<file path="src/rtl/ofifo_drain_ctrl.sv">
// ofifo_drain_ctrl: pops num_words rows from the output FIFO and
// issues one SRAM write per row, tracking the FIFO read latency.
module ofifo_drain_ctrl #(
    parameter int ADDR_W = 11,
    parameter int CNT_W  = 11,
    parameter int RD_LAT = 1
) (
    input  logic              clk,
    input  logic              reset,
    input  logic              start,
    input  logic              abort,
    input  logic [ADDR_W-1:0] base_addr,
    input  logic [CNT_W-1:0]  num_words,
    input  logic              o_valid,
    input  logic              o_full,
    output logic              rd,
    output logic              sram_cen,
    output logic              sram_wen,
    output logic [ADDR_W-1:0] sram_addr,
    output logic              busy,
    output logic              done,
    output logic              aborted,
    output logic              full_stall
);

    typedef enum logic [1:0] {
        IDLE,
        DRAIN,
        FLUSH,
        DONE
    } state_t;

    localparam logic [CNT_W-1:0] CNT_ONE = 1;

    state_t            state_q, state_d;
    logic [ADDR_W-1:0] base_q, base_d;
    logic [ADDR_W-1:0] addr_q, addr_d;
    logic [CNT_W-1:0]  num_q, num_d;
    logic [CNT_W-1:0]  issued_q, issued_d;
    logic [CNT_W-1:0]  written_q, written_d;
    logic [RD_LAT-1:0] wpipe_q, wpipe_d;
    logic              aborted_q, aborted_d;
    logic              fstall_q, fstall_d;
    logic              issue;
    logic              wr_fire;
    logic [ADDR_W-1:0] wr_addr;

    // Write pipe: a popped row lands on the SRAM RD_LAT cycles later.
    if (RD_LAT == 1) begin : g_lat1
        assign wpipe_d = issue;
    end else begin : g_latn
        assign wpipe_d = {wpipe_q[RD_LAT-2:0], issue};
    end

    assign wr_fire = wpipe_q[RD_LAT-1];
    assign wr_addr = base_q + ADDR_W'(written_q);

    // Next-state and pop/write control.
    always_comb begin
        state_d   = state_q;
        base_d    = base_q;
        num_d     = num_q;
        issued_d  = issued_q;
        written_d = written_q;
        addr_d    = addr_q;
        aborted_d = aborted_q;
        fstall_d  = fstall_q;
        rd        = 1'b0;
        issue     = 1'b0;

        if (wr_fire) begin
            written_d = written_q + CNT_ONE;
            addr_d    = wr_addr;
        end

        unique case (state_q)
            IDLE: begin
                if (o_full) begin
                    fstall_d = 1'b1;
                end
                if (start) begin
                    base_d    = base_addr;
                    num_d     = num_words;
                    aborted_d = 1'b0;
                    fstall_d  = 1'b0;
                    issued_d  = '0;
                    written_d = '0;
                    state_d   = (num_words == '0) ? DONE : DRAIN;
                end
            end
            DRAIN: begin
                rd    = o_valid & (issued_q < num_q) & ~abort;
                issue = rd & o_valid;
                if (issue) begin
                    issued_d = issued_q + CNT_ONE;
                end
                if (abort) begin
                    aborted_d = 1'b1;
                    state_d   = FLUSH;
                end else if (issued_q == num_q) begin
                    state_d = FLUSH;
                end
            end
            FLUSH: begin
                if (wpipe_q == '0) begin
                    state_d = DONE;
                end
            end
            DONE: begin
                state_d = IDLE;
            end
            default: begin
                state_d = IDLE;
            end
        endcase
    end

    // State and counter registers; reset drops any in-flight write.
    always_ff @(posedge clk or negedge reset) begin
        if (!reset) begin
            state_q   <= IDLE;
            base_q    <= '0;
            num_q     <= '0;
            issued_q  <= '0;
            written_q <= '0;
            addr_q    <= '0;
            wpipe_q   <= '0;
            aborted_q <= 1'b0;
            fstall_q  <= 1'b0;
        end else begin
            state_q   <= state_d;
            base_q    <= base_d;
            num_q     <= num_d;
            issued_q  <= issued_d;
            written_q <= written_d;
            addr_q    <= addr_d;
            wpipe_q   <= wpipe_d;
            aborted_q <= aborted_d;
            fstall_q  <= fstall_d;
        end
    end

    assign sram_cen   = ~wr_fire;
    assign sram_wen   = ~wr_fire;
    assign sram_addr  = wr_fire ? wr_addr : addr_q;
    assign busy       = (state_q == DRAIN) || (state_q == FLUSH);
    assign done       = (state_q == DONE);
    assign aborted    = aborted_q;
    assign full_stall = fstall_q;

endmodule

</file>
<file path="config.mk">
export PLATFORM = sky130hd
export DESIGN_NAME = ofifo_drain_ctrl
export DESIGN_NICKNAME = d
export VERILOG_FILES = /design/src/rtl/ofifo_drain_ctrl.sv
export SDC_FILE = /design/constraint.sdc
export NUM_CORES = 1
export LEC_CHECK = 0
export CAP_MARGIN = 20
export CORE_MARGIN = 8
export CORE_UTILIZATION = 30
export DETAILED_ROUTE_END_ITERATION = 6
export GPL_TIMING_DRIVEN = 1
export SLEW_MARGIN = 5
export SYNTH_ARGS = -nofsm -noshare
export SYNTH_HDL_FRONTEND = slang
export SYNTH_SLANG_ARGS = --single-unit
</file>
<file path="constraint.sdc">
create_clock -name clk -period 7.54 [get_ports clk]
set_clock_uncertainty 0.1 [all_clocks]
set_input_delay 1.508 -clock clk [delete_from_list [all_inputs] [get_ports clk]]
set_output_delay 1.508 -clock clk [all_outputs]
set_load 0.03 [all_outputs]
</file>
### Yosys cells after proc, flatten, opt, wreduce, memory -nomap -nowiden

Cells that the tools add are included.

* equality and inequality tests: 9
* order comparisons: 1
* bitwise logic cells: 5
* add/sub/neg operators: 3
* reduce and logical (&&, ||, !) cells: 10
* multiplexer cells: 20

Operator list (count)
* 11-bit 2-to-1 mux: 6
* 11-bit by 1-bit adder with 11-bit output (second input constant): 2
* 11-bit case mux with 2 select lines: 1
* 11-bit adder: 1
* 11-bit == test: 1
* 11-bit logical NOT: 1
* 11-bit < comparator: 1
* 2-bit 2-to-1 mux: 5
* 3-bit AND reduction: 3
* 2-bit inequality test (second input constant): 4
* 2-bit case mux with 4 select lines: 1
* 1-bit 2-to-1 mux: 6
* 2-bit == test (second input constant): 2
* 2-bit AND reduction: 2
* 2-bit nonzero test: 2
* 1-bit AND: 3
* 3-bit inequality test (second input constant): 1
* 2-bit by 1-bit == test with 1-bit output (second input constant): 1
* 2-bit logical NOT: 1
* 1-bit inverter: 2
* 1-bit case mux with 2 select lines: 1
* 1-bit logical OR: 1

* input port bits: 28
* register bits: 60
* output and inout bits: 18

### Depth between registers and ports, before layout

* word-level depth: 6
* depth in mapped cells: 10
* depth with buffers taken out: 9

### Worst setup path after synthesis

Ideal clock, no wire load.

* kind: register to output
* start: register written_q[0]
* end: output sram_addr[10]
* data required time: 5.932 ns
* setup slack: 3.507 ns
* arrival time: 2.425 ns
* cell stages (with the launch flop): 9
* cell sequence: dfrtp_1 -> ha_1 -> fa_1 -> a211oi_1 -> o21bai_1 -> a211oi_1 -> o21bai_1 -> xnor2_1 -> a21oi_1

* word-level cells in the longest chain between the ends: 2

RTL lines
* start, declared: line 40 `logic [CNT_W-1:0] written_q, written_d;`
* start signal, assigned: line 135 `written_q <= written_d;`
* 11-bit adder: line 56 `assign wr_addr = base_q + ADDR_W'(written_q);`
* 11-bit 2-to-1 mux: line 145 `assign sram_addr = wr_fire ? wr_addr : addr_q;`
* end, declared: line 19 `output logic [ADDR_W-1:0] sram_addr,`

Every way passes these cells.

### Final worst setup path

* start: input abort
* end: output rd

* word-level cells in the longest chain between the ends: 3

RTL lines
* start, declared: line 11 `input logic abort,`
* 1-bit inverter: line 92 `rd = o_valid & (issued_q < num_q) & ~abort;`
* 1-bit AND: line 92
* 1-bit 2-to-1 mux: line 76 `unique case (state_q)`
* end, declared: line 16 `output logic rd,`

Every way passes these cells.

==> results.md <==
- Ports: 46
- Overall Power: 0.00159 W
- Die H: 121 um
- Sequential cell area: 1500 um2
- Final GP Congestion: 0.824
- EDFF count, synth: 0
- Max-Slew Margin vs Limit: between 40% and 50%
- Hold path depth: 1
- CP peak stage delay: between 0.6 and 0.7 ns
- Syn. warnings: 0
- Worst Hold Path EP: addr_q[3]
- CP delay by family, top: buffers and inverters
- Post-Place Worst Slack: 2.50 ns
- Post-CTS setup buffers: 0
- Leading post-synthesis cells by cell area: dfrtp_1 45%, ha_1 10%, nand2_1 6.3%, o21ai_0 3.0%, a31oi_1 2.8%
- Crit share post-route: 67.1%
- Pwr Density: about 380 nW/um2
- First-pass GRT wire length: 13800 um
- Count leader, synth: dfrtp_1
- Yosys top cell by area: dfrtp_1
- Clock Root Buffer: clkbuf_8
- Worst min path class: flip-flop to flip-flop
- Critical Path Sink Type: primary output
- Number of antenna diodes: 0
- Register-to-Register Path Depth: 9
- Yosys reg bits: 60
- Footprint of the multi-input gates: 1710 um2
- Largest family of logic cells by synthesized area: simple AND/OR/NAND/NOR gates
- DRC violations left: 0
- Hold_sp: addr_q[3]
- Synth top cells by count: 60 x dfrtp_1, 56 x nand2_1, 27 x ha_1, 23 x nor2_1, 20 x o21ai_0
- Fin cells: 538
- CTS tree: yes
- Critical Path Start: abort
- Leak Pwr: 1.95 nW
- Synthesized-area fraction occupied by xor and xnor cells: 4.47%
- Critical Path RT: 5.93 ns
- Clock latency on the worst-skew pair: 0.35 ns
- Starting Density: 30.7%
- Number of global-route vias before repair: 2837
- Critical path, cell by cell: clkdlybuf4s50_1 > nor4b_4 > o21ai_2 > or2_4 > inv_1 > clkdlybuf4s50_1
- Total Neg Setup Slack: 0 ns
- Drt pass-1 iters: 4
- Global Route Usage Sum: 11.8%
- # setup viols final: 0
- CP Max Fanout: 3
- Async SR Flop Fraction: 100%
- WS Path Type: input port to primary output
- Port bufs: 45
- CP max stage cell: clkdlybuf4s50_1
- Synth Flop Type: dfrtp_1
- Synthesized cell area: 3330 um2
- Clk buf depth: 2
- CP startpoint kind: input port
- Total CTS buffers: 9
- Slew @ Worst Pin: 0.778 ns
- Filler cells: 1081
- Netlist cell types: 50
- Final WL: 8040 um
- Clk sinks: 60
- Syn Area/Cell: 9.69 um2
- Cell mode on critical path: clkdlybuf4s50_1
- Worst Slack Setup Final: 2.48 ns
- Pins Over Slew Limit: 0
- RR Endpoint: issued_q[1]
- Post-CTS resize count: 0
- DR WL/cell: 14.9 um
- Layout area overhead: 26.2%
- Post-synthesis sequential area ratio: 45.0%
- Initial antenna violation count: 0
- Multiplexer share of the synthesized area: 3.08%
- Vias: 2661
- MaxCap Viol Count: 0
- Synth Area in Compound Gates: between 10% and 20%
- RSZ-0062 raised after global routing: no
- WP data arrival: about 3.5 ns
- Antenna Nets Post-Route: 0
- Num rows: 38
- Final hold violations: 0
- Vias/cell: around 4.9
- Finished Core Util: 38.8%
- Die ar.: roughly 15000 um2
- Fmax: approximately 0.20 GHz
- Overall die width: 121 um
- R2R Setup Slk: 5.01 ns
- Adder-cell area share of the yosys netlist: 10.7%
- FF-to-FF Start: state_q[1]
- Post-layout min period: between 5 and 6 ns
- Starting DRT DRC Count: 232
- Core area: 10800 um2
- Dpl cells: between 500 and 600
- Simple-Gate Fraction of Synth Area: 17.5%
- Dpl hpwl: about 5900 um
- Layout cell share with drive strength beyond 1: 9.55%
- Syn Nets: 400
- Worst Path Buf+Inv: 3
- Largest net degree at the start of global routing: 61
- Gr ovfl total: 0
- Reg clk slew, reported paths: 0.07 ns
- CTS H-Tree Depth: 3
- Post-synth top area share: 45.0%
- Cells after Synth: 344
- Status: finished clean
- Post-CTS Hold Fix Bufs: 0
- Nets: 449
- Max VDD drop: 0.166 mV
layout by cell type, fill, tap and decap left out, types with 10 or more instances in the layout:
cell type | Yosys | routed
inv_1 | 18 | 18
xor2_1 | 10 | 10
clkdlybuf4s50_1 | 0 | 44
o21ai_0 | 20 | 20
a21oi_1 | 13 | 13
and3_1 | 10 | 10
ha_1 | 27 | 27
clkbuf_8 | 0 | 10
nand2_1 | 56 | 56
dfrtp_1 | 60 | 60
nor2_1 | 23 | 22
a31oi_1 | 15 | 15
kinds of logic (layout without fill, tap and decap cells):
family / after synthesis / after routing
compound gates: 79 / 79
mux: 9 / 9
flops: 60 / 60
fa+ha+maj: 28 / 28
simple gates: 121 / 121
xor+xnor: 17 / 17
buf+inv: 30 / 84
cell type report:
cell class / instances / share of cell area (%)
clock buffers: 10 / 3.27
clock inverters: 6 / 3.21
inverters: 20 / 1.87
multi-input cells: 254 / 40.6
flip-flops and latches: 60 / 35.7
well taps: 140 / 4.17
repair buffers: 48 / 11.1
registers in the layout (all words and copies together) (netlist names):
| signal | cells |
|---|---|
| aborted | 1 |
| addr_q | 11 |
| base_q | 11 |
| full_stall | 1 |
| issued_q | 11 |
| num_q | 11 |
| state_q | 2 |
| wpipe_q | 1 |
| written_q | 11 |
worst register-to-register path, stage by stage (launching register included):
cell and delay, ns:
dfrtp_1 0.41, inv_1 0.10, ha_1 0.47, inv_4 0.13, nor4b_4 0.32, o21ai_2 0.13
o31ai_1 0.33, buf_4 0.25, nand3_1 0.10, o21ai_0 0.11
worst max path at each step:
stage               slack [ns]            end  depth (start not counted)
floorplan                 3.51  sram_addr[10]                          8
global placement          2.54             rd                          6
detailed placement        2.50             rd                          6
CTS                       2.48             rd                          6
global route              2.42  sram_addr[10]                          9
finish                    2.48             rd                          6
metal layers:
| metal | global-route usage, % | up-vias | share of wire, % |
|---|---|---|---|
| met4 | 3.78 | 0 | 1.8 |
| met2 | 19.6 | 62 | 48 |
| met1 | 13.8 | 1279 | 44 |
| met3 | 4.14 | 12 | 5.9 |
| met5 | 0 | - | 0 |
| li1 | - | 1308 | - |
power by group:
part | total (W) | leakage, nW | internal, W | switching [W]
sequential | 0.000499 | 0.765 | 0.000433 | 0.0000659
clock | 0.000399 | 0.129 | 0.000262 | 0.000137
combinational | 0.000693 | 1.06 | 0.000278 | 0.000415
total | 0.00159 | 1.95 | 0.000973 | 0.000618
metrics by stage:
stage                     hold WS (ns)  cell area (um2)
after CTS                        0.388             4210
after detailed placement         0.373             3930
final                            0.384             4210
after global placement           0.362             3930
after global routing             0.404             4210
after floorplan                  0.352             3330
(Power assumes the default switching activity.)
